$ cat src/rtl/overture_io_pkg.sv
// Shared defaults, status-word layout and CPU access decode type for the
// overture I/O hub.
package overture_io_pkg;

   localparam int DEF_WIDTH    = 8;
   localparam int DEF_CHANNELS = 4;
   localparam int DEF_DEPTH    = 4;

   // Status word: input-not-empty flags first, output-not-full flags after them.
   localparam int STAT_IN_OFS  = 0;

   function automatic int stat_out_ofs(input int channels);
      return STAT_IN_OFS + channels;
   endfunction

   typedef enum logic [1:0] {
      ACC_NONE   = 2'd0,
      ACC_STATUS = 2'd1,
      ACC_DATA   = 2'd2,
      ACC_BAD_CH = 2'd3
   } acc_kind_e;

endpackage

$ cat src/rtl/overture_io_fifo.sv
// First-word-fall-through FIFO with wrapping pointers and a flush that
// overrides any same-cycle push or pop.
module overture_io_fifo #(
   parameter int WIDTH = 8,
   parameter int DEPTH = 4
) (
   input  logic             clk,
   input  logic             reset,
   input  logic             flush_i,
   input  logic             push_i,
   input  logic [WIDTH-1:0] wdata_i,
   input  logic             pop_i,
   output logic [WIDTH-1:0] rdata_o,
   output logic             empty_o,
   output logic             full_o
);

   localparam int PW = $clog2(DEPTH);
   localparam int CW = PW + 1;

   logic [WIDTH-1:0] mem_q [DEPTH];
   logic [PW-1:0]    wr_ptr_q, wr_ptr_d;
   logic [PW-1:0]    rd_ptr_q, rd_ptr_d;
   logic [CW-1:0]    count_q, count_d;
   logic             do_push_s, do_pop_s;

   assign empty_o   = (count_q == {CW{1'b0}});
   assign full_o    = (count_q == CW'(DEPTH));
   assign rdata_o   = mem_q[rd_ptr_q];
   assign do_push_s = push_i & ~full_o;
   assign do_pop_s  = pop_i & ~empty_o;

   // Pointer and occupancy next-state
   always_comb begin
      wr_ptr_d = wr_ptr_q;
      rd_ptr_d = rd_ptr_q;
      count_d  = count_q;
      if (flush_i) begin
         wr_ptr_d = {PW{1'b0}};
         rd_ptr_d = {PW{1'b0}};
         count_d  = {CW{1'b0}};
      end else begin
         if (do_push_s) wr_ptr_d = wr_ptr_q + PW'(1);
         else           wr_ptr_d = wr_ptr_q;
         if (do_pop_s)  rd_ptr_d = rd_ptr_q + PW'(1);
         else           rd_ptr_d = rd_ptr_q;
         case ({do_push_s, do_pop_s})
            2'b10:   count_d = count_q + CW'(1);
            2'b01:   count_d = count_q - CW'(1);
            default: count_d = count_q;
         endcase
      end
   end

   always_ff @(posedge clk or posedge reset) begin
      if (reset) begin
         wr_ptr_q <= {PW{1'b0}};
         rd_ptr_q <= {PW{1'b0}};
         count_q  <= {CW{1'b0}};
         for (int i = 0; i < DEPTH; i++) mem_q[i] <= {WIDTH{1'b0}};
      end else begin
         wr_ptr_q <= wr_ptr_d;
         rd_ptr_q <= rd_ptr_d;
         count_q  <= count_d;
         if (!flush_i && do_push_s) mem_q[wr_ptr_q] <= wdata_i;
      end
   end

endmodule

$ cat src/rtl/overture_io_hub.sv
// CPU-facing I/O hub: per-channel input and output FIFOs, a stalling data
// port for the CPU and a status/flush register at the upper address half.
module overture_io_hub
   import overture_io_pkg::*;
#(
   parameter int WIDTH    = DEF_WIDTH,
   parameter int CHANNELS = DEF_CHANNELS,
   parameter int DEPTH    = DEF_DEPTH,
   localparam int AW      = $clog2(CHANNELS) + 1
) (
   input  logic                      clk,
   input  logic                      reset,
   input  logic                      cpu_rd,
   input  logic                      cpu_wr,
   input  logic [AW-1:0]             cpu_addr,
   input  logic [WIDTH-1:0]          cpu_wdata,
   output logic [WIDTH-1:0]          cpu_rdata,
   output logic                      stall,
   input  logic [CHANNELS-1:0]       in_valid,
   output logic [CHANNELS-1:0]       in_ready,
   input  logic [CHANNELS*WIDTH-1:0] in_data,
   output logic [CHANNELS-1:0]       out_valid,
   input  logic [CHANNELS-1:0]       out_ready,
   output logic [CHANNELS*WIDTH-1:0] out_data
);

   localparam int            OUT_OFS  = stat_out_ofs(CHANNELS);
   localparam logic [AW-1:0] CH_LIMIT = AW'(CHANNELS);

   acc_kind_e             acc_s;
   logic [AW-1:0]         ch_s;
   logic                  rd_s, wr_s;
   logic [CHANNELS-1:0]   sel_s;
   logic [CHANNELS-1:0]   in_empty_s, in_full_s, in_push_s, in_pop_s, in_flush_s;
   logic [CHANNELS-1:0]   out_empty_s, out_full_s, out_push_s, out_pop_s, out_flush_s;
   logic [WIDTH-1:0]      in_head_s [CHANNELS];
   logic [WIDTH-1:0]      head_sel_s, status_s;
   logic                  data_ne_s, stall_s;
   logic [WIDTH-1:0]      rdata_q, rdata_d;

   if (AW > 1) begin : g_ch_idx
      assign ch_s = {1'b0, cpu_addr[AW-2:0]};
   end else begin : g_ch_one
      assign ch_s = {AW{1'b0}};
   end

   // A simultaneous read and write is treated as the write alone.
   assign wr_s = cpu_wr;
   assign rd_s = cpu_rd & ~cpu_wr;

   // Access classification
   always_comb begin
      acc_s = ACC_NONE;
      if (!(cpu_rd || cpu_wr))    acc_s = ACC_NONE;
      else if (cpu_addr[AW-1])    acc_s = ACC_STATUS;
      else if (ch_s < CH_LIMIT)   acc_s = ACC_DATA;
      else                        acc_s = ACC_BAD_CH;
   end

   // FIFO control, stall and status word; all decisions use registered FIFO flags
   always_comb begin
      sel_s       = {CHANNELS{1'b0}};
      in_pop_s    = {CHANNELS{1'b0}};
      out_push_s  = {CHANNELS{1'b0}};
      in_flush_s  = {CHANNELS{1'b0}};
      out_flush_s = {CHANNELS{1'b0}};
      stall_s     = 1'b0;
      head_sel_s  = {WIDTH{1'b0}};
      data_ne_s   = 1'b0;
      status_s    = {WIDTH{1'b0}};
      for (int i = 0; i < CHANNELS; i++) begin
         sel_s[i]       = (acc_s == ACC_DATA) && (ch_s == AW'(i));
         in_pop_s[i]    = sel_s[i] & rd_s & ~in_empty_s[i];
         out_push_s[i]  = sel_s[i] & wr_s & ~out_full_s[i];
         in_flush_s[i]  = (acc_s == ACC_STATUS) & wr_s & cpu_wdata[STAT_IN_OFS + i];
         out_flush_s[i] = (acc_s == ACC_STATUS) & wr_s & cpu_wdata[OUT_OFS + i];
         stall_s        = stall_s | (sel_s[i] & ((wr_s & out_full_s[i]) | (rd_s & in_empty_s[i])));
         head_sel_s     = head_sel_s | ({WIDTH{sel_s[i]}} & in_head_s[i]);
         data_ne_s      = data_ne_s | (sel_s[i] & ~in_empty_s[i]);
         status_s[STAT_IN_OFS + i] = ~in_empty_s[i];
         status_s[OUT_OFS + i]     = ~out_full_s[i];
      end
   end

   // Read data next-state
   always_comb begin
      rdata_d = rdata_q;
      case (acc_s)
         ACC_STATUS: if (rd_s)              rdata_d = status_s;   else rdata_d = rdata_q;
         ACC_DATA:   if (rd_s && data_ne_s) rdata_d = head_sel_s; else rdata_d = rdata_q;
         ACC_BAD_CH: if (rd_s)              rdata_d = {WIDTH{1'b0}}; else rdata_d = rdata_q;
         default:                           rdata_d = rdata_q;
      endcase
   end

   always_ff @(posedge clk or posedge reset) begin
      if (reset) rdata_q <= {WIDTH{1'b0}};
      else       rdata_q <= rdata_d;
   end

   assign cpu_rdata = rdata_q;
   assign stall     = stall_s;
   assign in_ready  = ~in_full_s & {CHANNELS{~reset}};
   assign out_valid = ~out_empty_s;
   assign in_push_s = in_valid & in_ready;
   assign out_pop_s = out_ready & out_valid;

   for (genvar g = 0; g < CHANNELS; g++) begin : g_ch
      overture_io_fifo #(.WIDTH(WIDTH), .DEPTH(DEPTH)) u_in_fifo (
         .clk     (clk),
         .reset   (reset),
         .flush_i (in_flush_s[g]),
         .push_i  (in_push_s[g]),
         .wdata_i (in_data[g*WIDTH +: WIDTH]),
         .pop_i   (in_pop_s[g]),
         .rdata_o (in_head_s[g]),
         .empty_o (in_empty_s[g]),
         .full_o  (in_full_s[g])
      );

      overture_io_fifo #(.WIDTH(WIDTH), .DEPTH(DEPTH)) u_out_fifo (
         .clk     (clk),
         .reset   (reset),
         .flush_i (out_flush_s[g]),
         .push_i  (out_push_s[g]),
         .wdata_i (cpu_wdata),
         .pop_i   (out_pop_s[g]),
         .rdata_o (out_data[g*WIDTH +: WIDTH]),
         .empty_o (out_empty_s[g]),
         .full_o  (out_full_s[g])
      );
   end

endmodule
$ cat config.mk
export PLATFORM = sky130hd
export DESIGN_NAME = overture_io_hub
export DESIGN_NICKNAME = d
export VERILOG_FILES = /design/src/rtl/overture_io_pkg.sv /design/src/rtl/overture_io_fifo.sv /design/src/rtl/overture_io_hub.sv
export SDC_FILE = /design/constraint.sdc
export NUM_CORES = 1
export LEC_CHECK = 0
export ABC_AREA = 0
export CELL_PAD_IN_SITES_DETAIL_PLACEMENT = 1
export CELL_PAD_IN_SITES_GLOBAL_PLACEMENT = 1
export CORE_ASPECT_RATIO = 1.1
export CORE_UTILIZATION = 50
export CTS_CLUSTER_SIZE = 8
export DETAILED_ROUTE_END_ITERATION = 8
export PLACE_DENSITY_LB_ADDON = 0.1
export SYNTH_ARGS = -nofsm -noshare
export SYNTH_HDL_FRONTEND = slang
export SYNTH_HIERARCHICAL = 1
export SYNTH_SLANG_ARGS = --single-unit
$ cat constraint.sdc
create_clock -name clk -period 3.27 [get_ports clk]
set_clock_uncertainty 0.1 [all_clocks]
set_input_delay 0.327 -clock clk [delete_from_list [all_inputs] [get_ports clk]]
set_output_delay 0.327 -clock clk [all_outputs]
set_load 0.02 [all_outputs]
# Yosys cells after proc, flatten, opt, wreduce, memory -nomap -nowiden
# Cells that the tools add are included.
classes:
  reduce_logical: 65
  addsub: 32
  mux: 103
  n_bitwise: 114
  magnitude_cmp: 25
  n_eq_ne: 33
ops:
  columns: ["cell", "n"]
  rows:
  - ["bitwise mux 32 bit", 8]
  - ["two-way mux 8 bit", 27]
  - ["binary-select mux 8 bit (select 2 bit)", 8]
  - ["demux 8 bit (select 2 bit)", 8]
  - ["two-way mux 2 bit", 34]
  - ["bitwise AND 1 bit", 58]
  - [">= comparator 3 bit, second input constant", 16]
  - ["NOT 2 -> 3 bit", 16]
  - ["one-hot mux 3 bit (2 select lines)", 8]
  - ["adder 2 x 1 -> 2 bit, second input constant", 16]
  - ["bitwise AND 8 bit", 4]
  - ["nonzero test 2 bit", 16]
  - ["logical NOT 3 bit", 9]
  - ["nonzero test 3 bit", 9]
  - ["adder 3 x 1 -> 3 bit, second input constant", 8]
  - ["== test 2 bit, second input constant", 12]
  - ["== test 3 bit, second input constant", 8]
  - ["less-than comparator 3 x 1 -> 1 bit, second input constant", 8]
  - ["two-way mux 3 bit", 8]
  - ["OR 8 bit", 3]
  - ["one-hot mux 8 bit (3 select lines)", 1]
  - ["subtractor 3 x 1 -> 3 bit, second input constant", 8]
  - ["logical AND 1 bit", 21]
  - ["== test 2 x 1 -> 1 bit, second input constant", 10]
  - ["11 further kinds", 48]
word_totals:
  regBits: 320
  output_inout_bits: 49
  wordCells: 429

# Logic depth before layout (Yosys ltp)
# Gate-level depths: netlist of run 1.
depth:
  depth_word: 13
  mapped_depth: 14
  depth_no_buf: 10

# By module
# The synthesis of run 1 kept the hierarchy.
modules_own_cells:
  columns: ["mod", "instances", "cells_each", "seq_area_each_um2", "area_per_inst_um2"]
  rows:
  - ["overture_io_fifo", 8, 139, 975.9, 1984.4]
  - ["overture_io_hub", 1, 114, 200.2, 962.2]

# Least setup slack after synthesis of run 1
# Ideal clock, no wire load.
synth_timing:
  kind: "reg2reg"
  startpoint: "register g_ch[3].u_in_fifo.count_q[0]"
  endpoint: "register g_ch[3].u_in_fifo.count_q[2]"
  setup_time_ns: 0.137
  synth_period_minus_slack_ns: 2.951
  arrival_time_ns: 2.714
  path_stages_with_launch: 15
  path_buffers: 4
  slack_ns: 0.319
  path_cell_list: "dfrtp_1 -> buf_6 -> or3b_1 -> buf_6 -> inv_1 -> nor2_1 -> and2_1 -> buf_2 -> buf_2 -> o21a_1 -> nor2_1 -> fa_1 -> nand2b_1 -> o221ai_1 -> a31oi_1"
synth_between:
  elab_chain_len: 8
  elab_cells_between_ends: 17
  classes_between: "add/sub: 2; eq/ne: 3; mux: 2; bitwise: 8; reduce/logical: 2"
synth_rtl:
  columns: ["element", "line", "source"]
  rows:
  - ["from (decl)", "overture_io_fifo.sv:24", "logic [CW-1:0] count_q, count_d;"]
  - ["from (signal assigned)", "overture_io_fifo.sv:59", "count_q <= {CW{1'b0}};"]
  - ["from (signal assigned)", "overture_io_fifo.sv:64", "count_q <= count_d;"]
  - ["== test 3 bit *", "overture_io_fifo.sv:28", "assign full_o = (count_q == CW'(DEPTH));"]
  - ["net in_full_s[3]", "overture_io_hub.sv:34", "logic [CHANNELS-1:0] in_empty_s, in_full_s, in_push_s, in_pop_s, in_flush_s;"]
  - ["NOT 4 bit *", "overture_io_hub.sv:103", "assign in_ready = ~in_full_s & {CHANNELS{~reset}};"]
  - ["bitwise AND 4 bit *", "overture_io_hub.sv:103", null]
  - ["net in_ready[3]", "overture_io_hub.sv:20", "output logic [CHANNELS-1:0] in_ready,"]
  - ["bitwise AND 4 bit *", "overture_io_hub.sv:105", "assign in_push_s = in_valid & in_ready;"]
  - ["net in_push_s[3]", "overture_io_hub.sv:34", null]
  - ["bitwise AND 1 bit *", "overture_io_fifo.sv:30", "assign do_push_s = push_i & ~full_o;"]
  - ["== test 2 x 1 -> 1 bit / == test 2 bit (equally long branches)", "overture_io_fifo.sv:47", "case ({do_push_s, do_pop_s})"]
  - ["one-hot mux 3 bit (2 select lines)", "overture_io_fifo.sv:47", null]
  - ["two-way mux 3 bit", "overture_io_fifo.sv:38", "if (flush_i) begin"]
# The timed path passes the listed nets; every way through them passes the cells marked *.
# A chain may end at the register's enable or synchronous reset.

# Worst setup path after layout of run 1
layout_timing:
  startpoint: "register g_ch[1].u_out_fifo.count_q[0]"
  endpoint: "output stall"
layout_between:
  elab_chain_len: 7
layout_rtl:
  columns: ["element", "line", "source"]
  rows:
  - ["from (decl)", "overture_io_fifo.sv:24", null]
  - ["from (signal assigned)", "overture_io_fifo.sv:59", null]
  - ["from (signal assigned)", "overture_io_fifo.sv:64", null]
  - ["== test 3 bit", "overture_io_fifo.sv:28", null]
  - ["net out_full_s[1]", "overture_io_hub.sv:35", "logic [CHANNELS-1:0] out_empty_s, out_full_s, out_push_s, out_pop_s, out_flush_s;"]
  - ["bitwise AND 1 bit", "overture_io_hub.sv:77", "stall_s = stall_s | (sel_s[i] & ((wr_s & out_full_s[i]) | (rd_s & in_empty_s[i])));"]
  - ["OR 1 bit", "overture_io_hub.sv:77", null]
  - ["bitwise AND 1 bit", "overture_io_hub.sv:77", null]
  - ["OR 1 bit (3 in series)", "overture_io_hub.sv:77", null]
  - ["to (decl)", "overture_io_hub.sv:18", "output logic stall,"]
# The timed path passes the listed nets, and every way through them passes these cells.

==> results of run 1 <==
==> cell type report <==
class,instances,area [sq um]
Antenna cell,1,2.50
Inverter,62,233
Timing Repair Buffer,158,1440
Sequential cell,320,8010
Multi-Input combinational cell,772,8170
Tap cell,432,541
Fill cell,3266,13700
Clock buffer,45,1130
==> placed cells by master (no fill, tap or decap), types with 16 or more instances in the layout <==
| cell type | n |
|---|---|
| nand2_1 | 17 |
| nand4b_4 | 32 |
| or2_2 | 24 |
| mux2_1 | 16 |
| mux4_2 | 65 |
| o2111ai_1 | 16 |
| a21oi_1 | 30 |
| nor2_1 | 72 |
| buf_4 | 55 |
| o21ai_0 | 16 |
| clkdlybuf4s50_1 | 102 |
| dfrtp_1 | 320 |
| ha_1 | 32 |
| inv_1 | 62 |
| mux2_2 | 264 |
| clkbuf_16 | 45 |
| nand3_1 | 33 |
| xor2_1 | 16 |
==> kinds of logic (layout without fill, tap and decap cells) <==
group | after synthesis | after routing
AOI/OAI and AO/OA | 131 | 131
and+or+nand+nor | 229 | 229
muxes | 348 | 348
xor gates and xnor gates | 24 | 24
adders and majority gates | 40 | 40
other | 0 | 1
buffers and inverters | 134 | 265
DFF | 320 | 320
==> metal layers <==
layer	GRT usage	part of all wire	vias to the layer above
li1	-	-	4749
met1	0.323	0.43	5510
met2	0.423	0.51	170
met3	0.0379	0.036	49
met4	0.0610	0.019	0
met5	0	0	-
==> how the worst max path moves through the flow <==
| stage | start | end | depth (start not counted) | slack [ns] |
|---|---|---|---|---|
| after floorplan | g_ch[3].u_in_fifo/count_q[0]$_DFFE_PP0P_ | g_ch[3].u_in_fifo/count_q[2]$_DFFE_PP0P_ | 14 | 0.32 |
| after global placement | cpu_wr | g_ch[1].u_in_fifo/count_q[1]$_DFFE_PP0P_ | 9 | 0.29 |
| after detailed placement | cpu_addr[1] | g_ch[3].u_out_fifo/count_q[2]$_DFFE_PP0P_ | 9 | 0.23 |
| after CTS | g_ch[3].u_out_fifo/count_q[0]$_DFFE_PP0P_ | stall | 6 | 0.27 |
| after global routing | g_ch[3].u_out_fifo/count_q[0]$_DFFE_PP0P_ | g_ch[3].u_out_fifo/count_q[1]$_DFFE_PP0P_ | 8 | 0.18 |
| final | g_ch[1].u_out_fifo/count_q[0]$_DFFE_PP0P_ | stall | 6 | 0.28 |
==> sequential cells by signal (all words and copies together), names as in the netlist <==
register and flops:
g_ch.u_in_fifo/rd_ptr_q 8, g_ch.u_in_fifo/mem_q 128, g_ch.u_out_fifo/mem_q 128, g_ch.u_out_fifo/count_q 12, g_ch.u_out_fifo/wr_ptr_q 8, cpu_rdata 8
g_ch.u_out_fifo/rd_ptr_q 8, g_ch.u_in_fifo/wr_ptr_q 8, g_ch.u_in_fifo/count_q 12
==> stage by stage <==
step | instance area, sq um | hold slack, ns | cells | total power (W)
after detailed placement | 18400 | 0.380 | 1744 | 0.0108
after global placement | 18400 | 0.370 | 1744 | 0.0105
after global routing | 19500 | 0.145 | 1789 | 0.0155
after floorplan | 16800 | 0.0427 | 1226 | 0.00920
final | 19500 | 0.140 | 1790 | 0.0147
after CTS | 19500 | 0.118 | 1789 | 0.0149
==> repair_timing <==
item,CTS,global route
endpoints found under the setup margin,1,0
resized for setup,1,0
hold buffers,0,0
==> tightest hold or removal path: cells and delay by family <==
family                 cells  cell delay (ns)
buffers and inverters      3             0.75
==> cell usage after synthesis, types with 9 or more instances <==
cell type  count  area (sq um)
xor2_1        16           140
a21oi_1       30           150
ha_1          32           400
mux4_2        65          1460
inv_1         62           233
nand3_1       33           165
buf_2         34           170
o2111ai_1     16           140
mux2_1        16           180
clkbuf_1      18          67.6
nand4b_4      32           761
or2_2         24           150
buf_6         18           203
nand2b_1       9          56.3
mux2_2       264          2970
dfrtp_1      320          8010
o21ai_0       16          80.1
nor2_1        72           270
nand2_1       17          63.8
==> power groups by stage <==
| stage | combinational (W) | sequential, W | clock (W) |
|---|---|---|---|
| 6_report | 0.00444 | 0.00628 | 0.00395 |
| 5_1_grt | 0.00480 | 0.00648 | 0.00422 |
| 4_1_cts | 0.00452 | 0.00630 | 0.00407 |
| 3_5_place_dp | 0.00448 | 0.00632 | 0 |
| 3_3_place_gp | 0.00432 | 0.00620 | 0 |
| 2_1_floorplan | 0.00316 | 0.00604 | 0 |
==> results.toml, run 1 <==
[outcome]
status = "completed"

[clock_tree]
tritoncts = "done"
cts-root-buf = "clkbuf_16"
postCtsSetupRepairBufs = 0
cts-buffers-inserted = 45
clock_path_buffers = 3
cts.sinks = 320
htreeDepth = 2
clk_latency_ns = 0.53
clk_pin_slew_ns = 0.05

[critical_path]
cp_slowest_cell = "dfrtp_1"
cp_top_family = "simple AND/OR/NAND/NOR gates"
cp_data_arrival_time_ns = 2.56
end_kind = "primary output"
worstPathCellList = "or3b_1, inv_1, mux4_1, mux2i_1, nor2_1, dlygate4sd2_1"
slowest_delay_ns = 0.48
r2r_slack_ns = 0.40
start_kind = "flip-flop"
worstPathRequired_ns = 2.84
critPathBufInv = 2
r2r_start = "g_ch[0].u_in_fifo/count_q[0]$_DFFE_PP0P_"
crit_fanout = 10
reg2reg_depth = 9
rr_endpoint = "g_ch[0].u_in_fifo/count_q[1]$_DFFE_PP0P_"
critical_path_class = "reg -> out"

[route]
dr.pass1.iters = 4
drt.antenna.violating_nets = 0
vias = 10500
wl_per_cell_um = 22.5
drtIter0Drc = 488
via_per_inst = 5.85
totalWireLength_um = 40300
drc = 0

[timing]
max-slew-margin-rel = 0.456
fmax_mhz = 334
worst_slew_pin_slew_ns = 0.815
rsz0062_at_grt = "no"
layout_setup_ws_ns = 0.280
setup_viol = 0
finalSetupTns_ns = 0
drv_slew = 0
finalCritPeriodShare = 0.914
final.min_clock_period_ns = 2.99
hold_viol_final = 0

[placement]
port_buffers = 103
dp_slack_ns = 0.235
hpwlAfterDp_um = 28000
gp_congestion = 0.796

[pwr]
swShare = 0.294
power_density_nw_per_um2 = 752
clkPwrFrac = 0.269
pwr-share-comb = 0.303
p_seq_frac = 0.428
p_int_w = 0.0104
peakVddDrop_mv = 0.587
leakage_nw = 8.51
p_sw_w = 0.00431

[final_layout]
utilization = 0.588
syn2layout_area_growth_pct = 16.0
nets = 1454
drive_gt1_frac = 0.364

[logic_synthesis]
synthCells = 1226
yosys.area_share.simple = 0.106
synth-xor-area-share = 0.0125
synth_area_sq_um = 16800
synth_compound_area_frac = 0.0548
synth.avg_cell_area_sq_um = 13.7
yosysWarnings = 6
synth_cell_types = 47
synth_nets = 1321
synth_fa_ha_area_frac = 0.0333
synthArstFlopShare = 1.00
synthFlopType = "dfrtp_1"
synthMuxAreaShare = 0.278
synth_edf_count = 0
synth_top_family_by_area = "multiplexers"
ys_seq_elements = 320
seq_area_frac_synth = 0.476

[floorplan]
fp.dieH_um = 194
start_util = 0.507
die-area_sq_um = 34400
rows = 70
ios = 104
die_w_um = 177
core-area_sq_um = 33200

[global_route]
antenna_found_initial = 0
grt_overflow = 0
grt_usage = 0.246
grt_pass1_wl_um = 65800
grt_max_degree = 40
grt_pass1_vias = 11700

[run]
max-cap-violations = 0

[worst_hold_path]
holdCritPathClass = "in -> async"
(Power assumes the default switching activity.)
==> inputs of run 2 (changes only) <==
RECOVER_POWER = 50   (was not set)
==> results.toml, run 2 (same netlist as run 1, synthesis figures left out) <==
[final_layout]
layout_common_cells = "dfrtp_1 (320), mux2_2 (264), clkdlybuf4s50_1 (91), nor2_1 (72), mux4_2 (65)"
largest_registers = "g_ch.u_in_fifo/mem_q (128), g_ch.u_out_fifo/mem_q (128)"
stdcell_area_sq_um = 19500
syn2layout_area_growth_pct = 15.7
fin_cells = 1791
layout_commonest_cell = "dfrtp_1"
n_fill_cell = 3271
drive_gt1_frac = 0.360
nets = 1454

[route]
wl_per_cell_um = 22.5
drc = 0
drtIter0Drc = 457
via_per_inst = 5.87
dr.pass1.iters = 4
drt.antenna.violating_nets = 0
vias = 10500
totalWireLength_um = 40300

[placement]
dpl.cell_count = 1744
gp_congestion = 0.796
port_buffers = 103
hpwlAfterDp_um = 28000
placed_area_sq_um = 18400

[timing]
finalSetupTns_ns = 0
rsz0062_at_grt = "no"
worst_slew_pin_slew_ns = 1.27
final.min_clock_period_ns = 3.08
fmax_mhz = 325
max-slew-margin-rel = 0.153
hold_viol_final = 0
drv_slew = 0
finalCritPeriodShare = 0.942
setup_viol = 0

[floorplan]
rows = 70
die_w_um = 177
die-area_sq_um = 34400
fp.dieH_um = 194
start_util = 0.507
core-area_sq_um = 33200
ios = 104

[pwr]
leakage_nw = 8.47
p_int_w = 0.0103
finalPower_w = 0.0146
peakVddDrop_mv = 0.586
pwr-share-comb = 0.302
p_seq_frac = 0.429
clkPwrFrac = 0.269
p_sw_w = 0.00431
power_density_nw_per_um2 = 752
swShare = 0.294

[clock_tree]
clk_pin_slew_ns = 0.05
clk_latency_ns = 0.53
clock_path_buffers = 3
postCtsHoldBufs = 0
tritoncts = "done"
postCtsSetupRepairBufs = 0
cts-root-buf = "clkbuf_16"
cts-buffers-inserted = 45
htreeDepth = 2
cts.sinks = 320
cts_resized = 1

[critical_path]
cp_slowest_cell = "clkbuf_1"
crit_fanout = 14
worstPathCellList = "dlygate4sd3_1, clkbuf_1, nor2_1, and2_0, clkbuf_2, mux2_2, o2111ai_1, a21oi_1"
slowest_delay_ns = 0.92
end_kind = "flip-flop"
critPathBufInv = 3
worstPathRequired_ns = 3.54
critical_path_class = "in -> reg"
start_kind = "input port"
cp_data_arrival_time_ns = 3.35
cp_top_family = "buffers and inverters"

[global_route]
grt_pass1_vias = 11700
antenna_found_initial = 2
grt_overflow = 0
grt_max_degree = 40
grt_pass1_wl_um = 65800
grt_usage = 0.246

[outcome]
status = "completed"

[worst_hold_path]
holdCritPathClass = "in -> reg"

[run]
max-cap-violations = 0
[run 2: cell types whose count changed in the layout (fill, tap and decap cells not counted)]
| cell | previous run | this run |
|---|---|---|
| buf_4 | 55 | 39 |
| clkdlybuf4s50_1 | 102 | 91 |
| dlygate4sd3_1 | 0 | 11 |
| clkbuf_2 | 0 | 10 |
| clkbuf_1 | 0 | 6 |
| and2_0 | 0 | 2 |
| and2_1 | 4 | 2 |
| diode_2 | 1 | 2 |
[run 2: path summary, 6_finish.rpt]
kind / cells past startpoint / slack (ns) / endpoint / start
max in group asynchronous: 4 / 1.16 / g_ch[3].u_in_fifo/mem_q[10]$_DFFE_PP0P_ / reset
setup reg to reg: 6 / 0.39 / g_ch[1].u_out_fifo/mem_q[31]$_DFFE_PP0P_ / g_ch[1].u_out_fifo/count_q[0]$_DFFE_PP0P_
min in group asynchronous: 3 / 0.67 / g_ch[2].u_in_fifo/count_q[2]$_DFFE_PP0P_ / reset
hold reg to reg: 1 / 0.39 / g_ch[2].u_in_fifo/mem_q[28]$_DFFE_PP0P_ / g_ch[2].u_in_fifo/mem_q[28]$_DFFE_PP0P_
setup / recovery: 8 / 0.19 / g_ch[3].u_in_fifo/count_q[0]$_DFFE_PP0P_ / reset
hold / removal: 2 / 0.38 / g_ch[0].u_in_fifo/mem_q[31]$_DFFE_PP0P_ / in_data[7]
[run 2: power by group through the flow]
stage	Combinational, W	Clock, W	Sequential (W)
after global placement	0.00432	0	0.00620
after CTS	0.00452	0.00407	0.00630
final	0.00442	0.00395	0.00628
after floorplan	0.00316	0	0.00604
after detailed placement	0.00448	0	0.00632
after global routing	0.00477	0.00422	0.00648
[run 2: final cells by class]
cell class / count / area, sq um / area share
Tap cell: 432 / 541 / 0.0277
Timing Repair Buffer: 158 / 1400 / 0.0716
Clock buffer: 45 / 1130 / 0.0578
Multi-Input combinational cell: 772 / 8170 / 0.420
Antenna cell: 2 / 5.00 / 0.000257
Sequential cell: 320 / 8010 / 0.411
Inverter: 62 / 233 / 0.0119
[run 2: metrics by stage]
| step | utilization | hold WS, ns | setup slack [ns] |
|---|---|---|---|
| finish | 0.587 | 0.384 | 0.191 |
| detailed placement | 0.554 | 0.380 | 0.235 |
| global placement | 0.554 | 0.370 | 0.286 |
| global route | 0.587 | 0.401 | 0.130 |
| floorplan | - | 0.0427 | 0.319 |
| CTS | 0.588 | 0.118 | 0.273 |
[run 2: per-layer routing]
layer	global-route usage	wire, um	share of wire	vias up
met5	0	13	0.00032	-
met4	0.0610	758	0.019	2
met3	0.0379	1490	0.037	51
met2	0.423	20700	0.51	174
met1	0.323	17300	0.43	5534
li1	-	-	-	4754
==> inputs of run 3 (changes only) <==
CTS_CLUSTER_DIAMETER = 60   (was not set)
==> results.toml, run 3 (same netlist as run 1, synthesis figures left out) <==
[outcome]
status = "completed"

[final_layout]
nets = 1455
fin_cells = 1798
layout_commonest_cell = "dfrtp_1"
largest_registers = "g_ch.u_in_fifo/mem_q (128), g_ch.u_out_fifo/mem_q (128)"
n_fill_cell = 3260
utilization = 0.591
stdcell_area_sq_um = 19600
diodes = 0
layout_common_cells = "dfrtp_1 (320), mux2_2 (264), clkdlybuf4s50_1 (91), nor2_1 (72), mux4_2 (65)"
drive_gt1_frac = 0.362
syn2layout_area_growth_pct = 16.5

[timing]
fmax_mhz = 332
hold_viol_final = 0
rsz0062_at_grt = "no"
drv_slew = 0
setup_viol = 0
finalSetupTns_ns = 0
max-slew-margin-rel = 0.184
final.min_clock_period_ns = 3.01
layout_setup_ws_ns = 0.256
finalCritPeriodShare = 0.922
worst_slew_pin_slew_ns = 1.22

[floorplan]
fp.dieH_um = 194
start_util = 0.507
ios = 104
core-area_sq_um = 33200
die_w_um = 177
rows = 70
die-area_sq_um = 34400

[placement]
gp_congestion = 0.796
dp_slack_ns = 0.235
placed_area_sq_um = 18400
hpwlAfterDp_um = 28000
dpl.cell_count = 1744
port_buffers = 103

[route]
via_per_inst = 5.88
drt.antenna.violating_nets = 0
dr.pass1.iters = 4
vias = 10600
drc = 0
drtIter0Drc = 467
wl_per_cell_um = 22.4
totalWireLength_um = 40200

[critical_path]
r2r_slack_ns = 0.34
worstPathRequired_ns = 2.84
worstPathCellList = "or3b_1, inv_1, mux4_1, mux2i_1, nor2_1, dlygate4sd2_1"
cp_slowest_cell = "dfrtp_1"
crit_fanout = 10
start_kind = "flip-flop"
critical_path_class = "reg -> out"
slowest_delay_ns = 0.48
end_kind = "primary output"
cp_data_arrival_time_ns = 2.59

[global_route]
grt_max_degree = 40
grt_pass1_vias = 11700
antenna_found_initial = 2
grt_overflow = 0
grt_pass1_wl_um = 65500
grt_usage = 0.245

[clock_tree]
postCtsSetupRepairBufs = 0
tritoncts = "done"
clk_pin_slew_ns = 0.05
clock_path_buffers = 3
cts.sinks = 320
cts-buffers-inserted = 46
htreeDepth = 2
cts-root-buf = "clkbuf_16"
clk_latency_ns = 0.54

[pwr]
leakage_nw = 8.53
peakVddDrop_mv = 0.633
power_density_nw_per_um2 = 763

[run]
max-cap-violations = 0

[worst_hold_path]
holdCritPathClass = "in -> reg"
==> run 3: final timing paths <==
| check | startpoint | endpoint | depth (start not counted) |
|---|---|---|---|
| min in group asynchronous | reset | g_ch[2].u_in_fifo/count_q[2]$_DFFE_PP0P_ | 3 |
| worst min register to register | g_ch[2].u_in_fifo/mem_q[29]$_DFFE_PP0P_ | g_ch[2].u_in_fifo/mem_q[29]$_DFFE_PP0P_ | 1 |
| worst min-delay path | in_data[7] | g_ch[0].u_in_fifo/mem_q[31]$_DFFE_PP0P_ | 2 |
| worst max register to register | g_ch[1].u_out_fifo/count_q[0]$_DFFE_PP0P_ | g_ch[1].u_out_fifo/mem_q[31]$_DFFE_PP0P_ | 6 |
| worst max-delay path | g_ch[1].u_out_fifo/count_q[0]$_DFFE_PP0P_ | stall | 6 |
| max in group asynchronous | reset | g_ch[1].u_in_fifo/mem_q[0]$_DFFE_PP0P_ | 4 |
==> run 3: power breakdown <==
| part | leakage (nW) | total, W | switching [W] | internal, W |
|---|---|---|---|---|
| Combinational | 3.79 | 0.00443 | 0.00191 | 0.00252 |
| Sequential | 4.12 | 0.00627 | 0.000840 | 0.00543 |
| Clock | 0.618 | 0.00426 | 0.00162 | 0.00264 |
| Total | 8.53 | 0.0150 | 0.00437 | 0.0106 |
==> run 3: critical path: cells and delay by family (launching register included) <==
family,cells,cell delay (ns)
and+or+nand+nor,2,0.65
buffers and inverters,2,0.55
DFF,1,0.48
muxes,2,0.36
==> run 3: metrics by stage <==
step / hold WS [ns] / power, W
after floorplan: 0.0427 / 0.00920
after global placement: 0.370 / 0.0105
after detailed placement: 0.380 / 0.0108
after CTS: 0.113 / 0.0152
after global routing: 0.386 / 0.0158
final: 0.373 / 0.0150
==> run 3: what timing repair did <==
item | 4_1_cts | 5_1_grt
gates resized for setup | 1 | 0
setup endpoints to repair | 1 | 0
hold buffers | 0 | 0
==> run 3: final cells by class <==
cell class | instances | area [sq um] | area share
repair buffers | 158 | 1400 | 0.0713
inverters | 62 | 233 | 0.0119
flip-flops and latches | 320 | 8010 | 0.408
clock inverters | 1 | 5.00 | 0.000255
well taps | 432 | 541 | 0.0276
multi-input cells | 772 | 8170 | 0.417
clock buffers | 53 | 1250 | 0.0638
==> run 3: metal layers <==
metal | vias up | global-route usage | routed length (um)
met4 | 2 | 0.0651 | 759
li1 | 4763 | - | -
met1 | 5563 | 0.324 | 17200
met5 | - | 0 | 13
met3 | 57 | 0.0376 | 1510
met2 | 193 | 0.418 | 20700
